File: src/rtl/dcache_direct_mapped.sv
// Direct-mapped, write-through, no-write-allocate data cache with 4-word lines.
// Load hits are served combinationally; misses refill over a single-beat req/ack port.
module dcache_direct_mapped #(
   parameter int BUS_WIDTH  = 32,
   parameter int INDEX_BITS = 4
) (
   input  logic                 i_clk,
   input  logic                 i_rst,
   input  logic [BUS_WIDTH-1:0] i_Addr,
   input  logic [BUS_WIDTH-1:0] i_WriteData,
   input  logic                 i_MemRead,
   input  logic                 i_MemWrite,
   output logic [BUS_WIDTH-1:0] o_ReadData,
   output logic                 o_Stall,
   output logic                 o_MemReq,
   output logic                 o_MemWe,
   output logic [BUS_WIDTH-1:0] o_MemAddr,
   output logic [BUS_WIDTH-1:0] o_MemWData,
   input  logic                 i_MemAck,
   input  logic [BUS_WIDTH-1:0] i_MemRData
);

   localparam int LINES = 1 << INDEX_BITS;
   localparam int TAG_W = BUS_WIDTH - INDEX_BITS - 4;

   typedef enum logic [1:0] {IDLE, REFILL, WRITE, DONE} state_t;

   state_t                 state;
   logic [1:0]             beat_cnt;
   logic                   settle;
   logic [LINES-1:0]       valid;
   logic [TAG_W-1:0]       tag_mem  [LINES];
   logic [BUS_WIDTH-1:0]   data_mem [LINES][4];

   logic [1:0]             addr_offset;
   logic [INDEX_BITS-1:0]  addr_index;
   logic [TAG_W-1:0]       addr_tag;
   logic                   hit;
   logic                   is_store;
   logic                   is_load;
   logic                   mem_ack;
   logic                   addr_lo_unused;

   assign addr_offset    = i_Addr[3:2];
   assign addr_index     = i_Addr[INDEX_BITS+3:4];
   assign addr_tag       = i_Addr[BUS_WIDTH-1:INDEX_BITS+4];
   assign addr_lo_unused = ^i_Addr[1:0];

   assign hit      = valid[addr_index] && (tag_mem[addr_index] == addr_tag);
   assign is_store = i_MemWrite;
   assign is_load  = i_MemRead & ~i_MemWrite;
   assign mem_ack  = i_MemAck & o_MemReq;

   // Control state: only this block sees reset; line payload below is never cleared.
   always_ff @(posedge i_clk) begin
      if (i_rst) begin
         state    <= IDLE;
         valid    <= '0;
         beat_cnt <= 2'd0;
         settle   <= 1'b0;
      end else begin
         case (state)
            IDLE: begin
               settle <= 1'b0;
               if (!settle) begin
                  if (is_store) begin
                     state <= WRITE;
                  end else if (is_load && !hit) begin
                     state    <= REFILL;
                     beat_cnt <= 2'd0;
                  end
               end
            end
            REFILL: begin
               if (mem_ack) begin
                  beat_cnt <= beat_cnt + 2'd1;
                  if (beat_cnt == 2'd3) begin
                     valid[addr_index] <= 1'b1;
                     settle            <= 1'b1;
                     state             <= IDLE;
                  end
               end
            end
            WRITE: begin
               if (mem_ack) begin
                  state <= DONE;
               end
            end
            DONE: begin
               state <= IDLE;
            end
         endcase
      end
   end

   always_ff @(posedge i_clk) begin
      if (!i_rst && mem_ack) begin
         if (state == REFILL) begin
            data_mem[addr_index][beat_cnt] <= i_MemRData;
            if (beat_cnt == 2'd3) begin
               tag_mem[addr_index] <= addr_tag;
            end
         end else if (state == WRITE && hit) begin
            data_mem[addr_index][addr_offset] <= i_WriteData;
         end
      end
   end

   // The cycle after a refill holds the stall once more before the held load is served.
   always_comb begin
      o_ReadData = '0;
      o_Stall    = 1'b0;
      o_MemReq   = 1'b0;
      o_MemWe    = 1'b0;
      o_MemAddr  = '0;
      o_MemWData = '0;
      case (state)
         IDLE: begin
            if (settle) begin
               o_Stall = 1'b1;
            end else if (is_store) begin
               o_Stall = 1'b1;
            end else if (is_load) begin
               if (hit) begin
                  o_ReadData = data_mem[addr_index][addr_offset];
               end else begin
                  o_Stall = 1'b1;
               end
            end
         end
         REFILL: begin
            o_Stall   = 1'b1;
            o_MemReq  = 1'b1;
            o_MemAddr = {i_Addr[BUS_WIDTH-1:4], beat_cnt, 2'b00};
         end
         WRITE: begin
            o_Stall    = 1'b1;
            o_MemReq   = 1'b1;
            o_MemWe    = 1'b1;
            o_MemAddr  = {i_Addr[BUS_WIDTH-1:2], 2'b00};
            o_MemWData = i_WriteData;
         end
         DONE: begin
            o_Stall = 1'b0;
         end
      endcase
   end

endmodule

File: config.mk
export PLATFORM = sky130hd
export DESIGN_NAME = dcache_direct_mapped
export DESIGN_NICKNAME = d
export VERILOG_FILES = /design/src/rtl/dcache_direct_mapped.sv
export SDC_FILE = /design/constraint.sdc
export NUM_CORES = 2
export LEC_CHECK = 0
export ABC_AREA = 1
export CAP_MARGIN = 20
export CORE_MARGIN = 2
export CORE_UTILIZATION = 50
export CTS_CLUSTER_DIAMETER = 120
export DETAILED_ROUTE_END_ITERATION = 8
export GPL_TIMING_DRIVEN = 1
export PLACE_DENSITY_LB_ADDON = 0.12
export SYNTH_ARGS = -nofsm -noshare
export SYNTH_HDL_FRONTEND = slang
export SYNTH_SLANG_ARGS = --single-unit
File: constraint.sdc
create_clock -name i_clk -period 10.2 [get_ports i_clk]
set_input_delay 2.55 -clock i_clk [delete_from_list [all_inputs] [get_ports i_clk]]
set_output_delay 2.55 -clock i_clk [all_outputs]
set_load 0.01 [all_outputs]
==> flow_summary.ini <==
[flow_run]
cap_violations = 0

[synthesis]
ys_types = 40
syn_area_per_cell_um2 = 13.6
synth.area.top_cells = edfxtp_1 76%, nand2_1 4.8%, o31ai_1 3.1%, o22ai_1 2.9%, nor2_1 2.9%
seq_area_frac_synth_pct = 76.3
synth_top_area_share_pct = 75.9
synth_top_area_cell = edfxtp_1
yosysWarnings = 0
netlist_instances = 7098
synth.cell_area_mm2 = 0.0962
ys_ff_latch = 2453

[timing]
tightest_slew_ns = 1.17
hold_slack_ns = 0.466
fin_crit_sh_pct = 94.0
max_freq_mhz = 104
finalSetupViolCount = 0
slew-limit-headroom_pct = 22.0
tns_ns = 0
clock_skew_ns = 0.0433
min_period_ns = 9.59
rsz0062_at_grt = false
slew_violations = 0
hold_viol = 0

[grt]
grt.total_usage_pct = 30.9
grt_max_degree = 152
grt_pass1_wl_mm = 435
grt_antenna_before_repair = 4
first_global_vias = 59327
grt-ovfl-total = 0

[drt]
drc = 0
vias = 63495
wl_per_cell_um = 30.9
routed_wl_mm = 308
dr.pass1.iters = 6
viasPerCell = 6.35
postRouteAntennaNets = 0
drt_iter0_drc = 7586

[critical_path]
regToRegStartpoint = tag_mem[1][15]
path_cells = clkdlybuf4s50_1 > nand2_4 > inv_6 > o21ai_0 > nand2_1 > o21ai_0 > nand2_1 > and3_1 > nand2_1 > nor2_1 > nand2_1 > nor2_4 > inv_2 > nor3_1 > buf_4 > clkdlybuf4s50_1
worst_setup_path_end_kind = output pin
crit_type = input pin to output pin
reg2reg_depth = 17
crit_path_start_kind = input pin
cp_slowest_stage_delay_ns = 0.69
r2r_slack_ns = 4.77
required_ns = 7.65
cpMostUsedCell = nand2_1
crit_fanout = 28
reg2reg_to = data_mem[0][23]
slowest_stage = nor3_1
cp.arrival_ns = 7.04

[hold_path]
hold_start = valid[3]
min_to = valid[3]
hold_path_depth = 2
min_path_type = register to register

[floorplan]
die_h_um = 443
die_x_um = 443
num_rows = 161
core_mm2 = 0.192
dieArea_mm2 = 0.196
initial_utilization_pct = 50.1
io_pins = 200

[pwr]
p_sw_share_pct = 23.2
power_density_mw_per_mm2 = 194
power_frac_comb_pct = 7.1
intPower_mw = 16.4
p_clk_share_pct = 41.1
p_sw_mw = 4.97
p_leak_nw = 37.0
max-vdd-ir-drop_mv = 0.151
p_seq_share_pct = 51.8
report.power.total_mw = 21.4

[placement]
dpl_cell_area_mm2 = 0.102
gp_congestion = 0.871
io_buffers = 195
dpl.hpwl_mm = 170

[finish]
ff_latch_area_mm2 = 0.0735
fillers = 15167
nNetsFinal = 7360
drive_above_1_share_pct = 9.08
multi_input_area_mm2 = 0.0213
final_area_mm2 = 0.110
fin_util_pct = 57.4
areaGrowthSynthToFinish_pct = 14.6

[clock_tree]
cts_buffers = 241
cts_tree = done
cts_max_path_buffers = 3
clkSinkCount = 2453
worstSkewPairLatency_ns = 0.90
clockRootBuffer = clkbuf_16
cts.htree.levels = 4
post_cts_buffers = 0
path_clk_slew_ns = 0.06
cts_hold_buf = 0
ctsResizeCount = 0

[outcome]
outcome = finished clean
[Yosys cell counts]
| cell type | n |
|---|---|
| buf_1 | 54 |
| nand3_1 | 67 |
| a22oi_1 | 3 |
| and3_1 | 1 |
| buf_6 | 3 |
| clkinv_1 | 3 |
| o22ai_1 | 450 |
| inv_4 | 1 |
| nor3_1 | 504 |
| o21ai_1 | 17 |
| inv_1 | 84 |
| nand4_1 | 168 |
| nand3_2 | 3 |
| a31oi_1 | 1 |
| nor2_2 | 1 |
| o221ai_1 | 72 |
| a22o_1 | 29 |
| a41oi_1 | 40 |
| o21bai_1 | 1 |
| o31ai_1 | 401 |
| nor2_4 | 1 |
| a211oi_1 | 1 |
| buf_4 | 28 |
| nand2_1 | 1239 |
| inv_2 | 3 |
| clkbuf_1 | 369 |
| dfxtp_1 | 21 |
| o211ai_1 | 2 |
| conb_1 | 1 |
| o21ai_0 | 130 |
| a221oi_1 | 6 |
| a21oi_1 | 133 |
| nor2_1 | 732 |
| o2111ai_1 | 34 |
| nor3b_1 | 1 |
| edfxtp_1 | 2432 |
| ha_1 | 8 |
| buf_2 | 51 |
| a21oi_2 | 1 |
| nand3b_1 | 2 |
[cell type report]
cell class,count,area share (%)
Clock buffer,314,5.82
Sequential cell,2453,66.6
Antenna cell,9,0.0204
Multi-Input combinational cell,4050,19.4
Tap cell,2526,2.87
Timing Repair Buffer,414,3.77
Inverter,91,0.339
Clock inverter,138,1.23
[power groups by stage]
stage / registers, mW / clock network [mW] / logic (mW)
floorplan: 11.3 / 0 / 0.745
global placement: 11.3 / 0 / 1.47
detailed placement: 11.3 / 0 / 1.49
CTS: 11.1 / 8.84 / 1.49
global route: 11.1 / 9.24 / 1.60
finish: 11.1 / 8.79 / 1.52
[state kept, by name (all words and copies together), names as in the netlist]
name	flops
tag_mem	384
beat_cnt	2
settle	1
state	2
valid	16
data_mem	2048
[per-stage QoR]
step	instances	setup WS, ns
2_1_floorplan	7099	2.99
5_1_grt	9987	0.430
4_1_cts	9985	0.700
3_5_place_dp	9533	0.727
6_report	9995	0.608
3_3_place_gp	9530	0.703
[worst max-delay path: cells and delay by family]
kind | cells | cell delay [ns]
buffers and inverters | 5 | 2.22
AND/OR/NAND/NOR | 9 | 1.94
AO/OA/AOI/OAI | 2 | 0.28
[per-layer routing]
metal	vias up	wire (um)	global-route usage [%]
li1	27325	-	-
met1	32148	122000	42.6
met2	3380	142000	47.7
met3	638	28100	5.68
met4	4	16300	14.7
met5	-	20	0
[logic make-up (layout without fill, tap and decap cells)]
kind of cell             count (synthesis)  after routing  share of synthesized area, %
AND/OR/NAND/NOR                       2719           2719                          11.8
adder cells (fa/ha/maj)                  8              8                         0.104
flip-flops                            2453           2453                          76.3
AO/OA/AOI/OAI                         1321           1321                          9.23
buffers and inverters                  596            957                          2.53
other                                    1             11                       0.00390
[cell usage in the layout (no fill, tap or decap), types with 9 or more instances in the layout]
cell type,n
a21oi_1,70
a21oi_4,64
a22o_1,29
a41oi_1,40
buf_12,41
buf_4,176
bufinv_16,20
clkbuf_1,63
clkbuf_16,242
clkbuf_8,9
clkdlybuf4s50_1,193
clkinv_1,44
clkinv_2,49
dfxtp_1,21
diode_2,9
edfxtp_1,2432
inv_1,82
nand2_1,1232
nand3_1,66
nand4_1,168
nor2_1,710
nor2_4,24
nor3_1,503
o2111ai_1,34
o21ai_0,130
o21ai_1,16
o221ai_1,72
o22ai_1,450
o31ai_1,401
[how the worst max path moves through the flow]
stage               startpoint              to  slack, ns
detailed placement   i_Addr[5]  o_ReadData[24]       0.73
global placement     i_Addr[7]  o_ReadData[24]       0.70
CTS                  i_Addr[5]  o_ReadData[24]       0.70
floorplan            i_Addr[4]  o_ReadData[26]       2.99
global route         i_Addr[5]  o_ReadData[24]       0.43
finish               i_Addr[7]  o_ReadData[24]       0.61
Note: power is estimated with default switching activity, not from simulation.
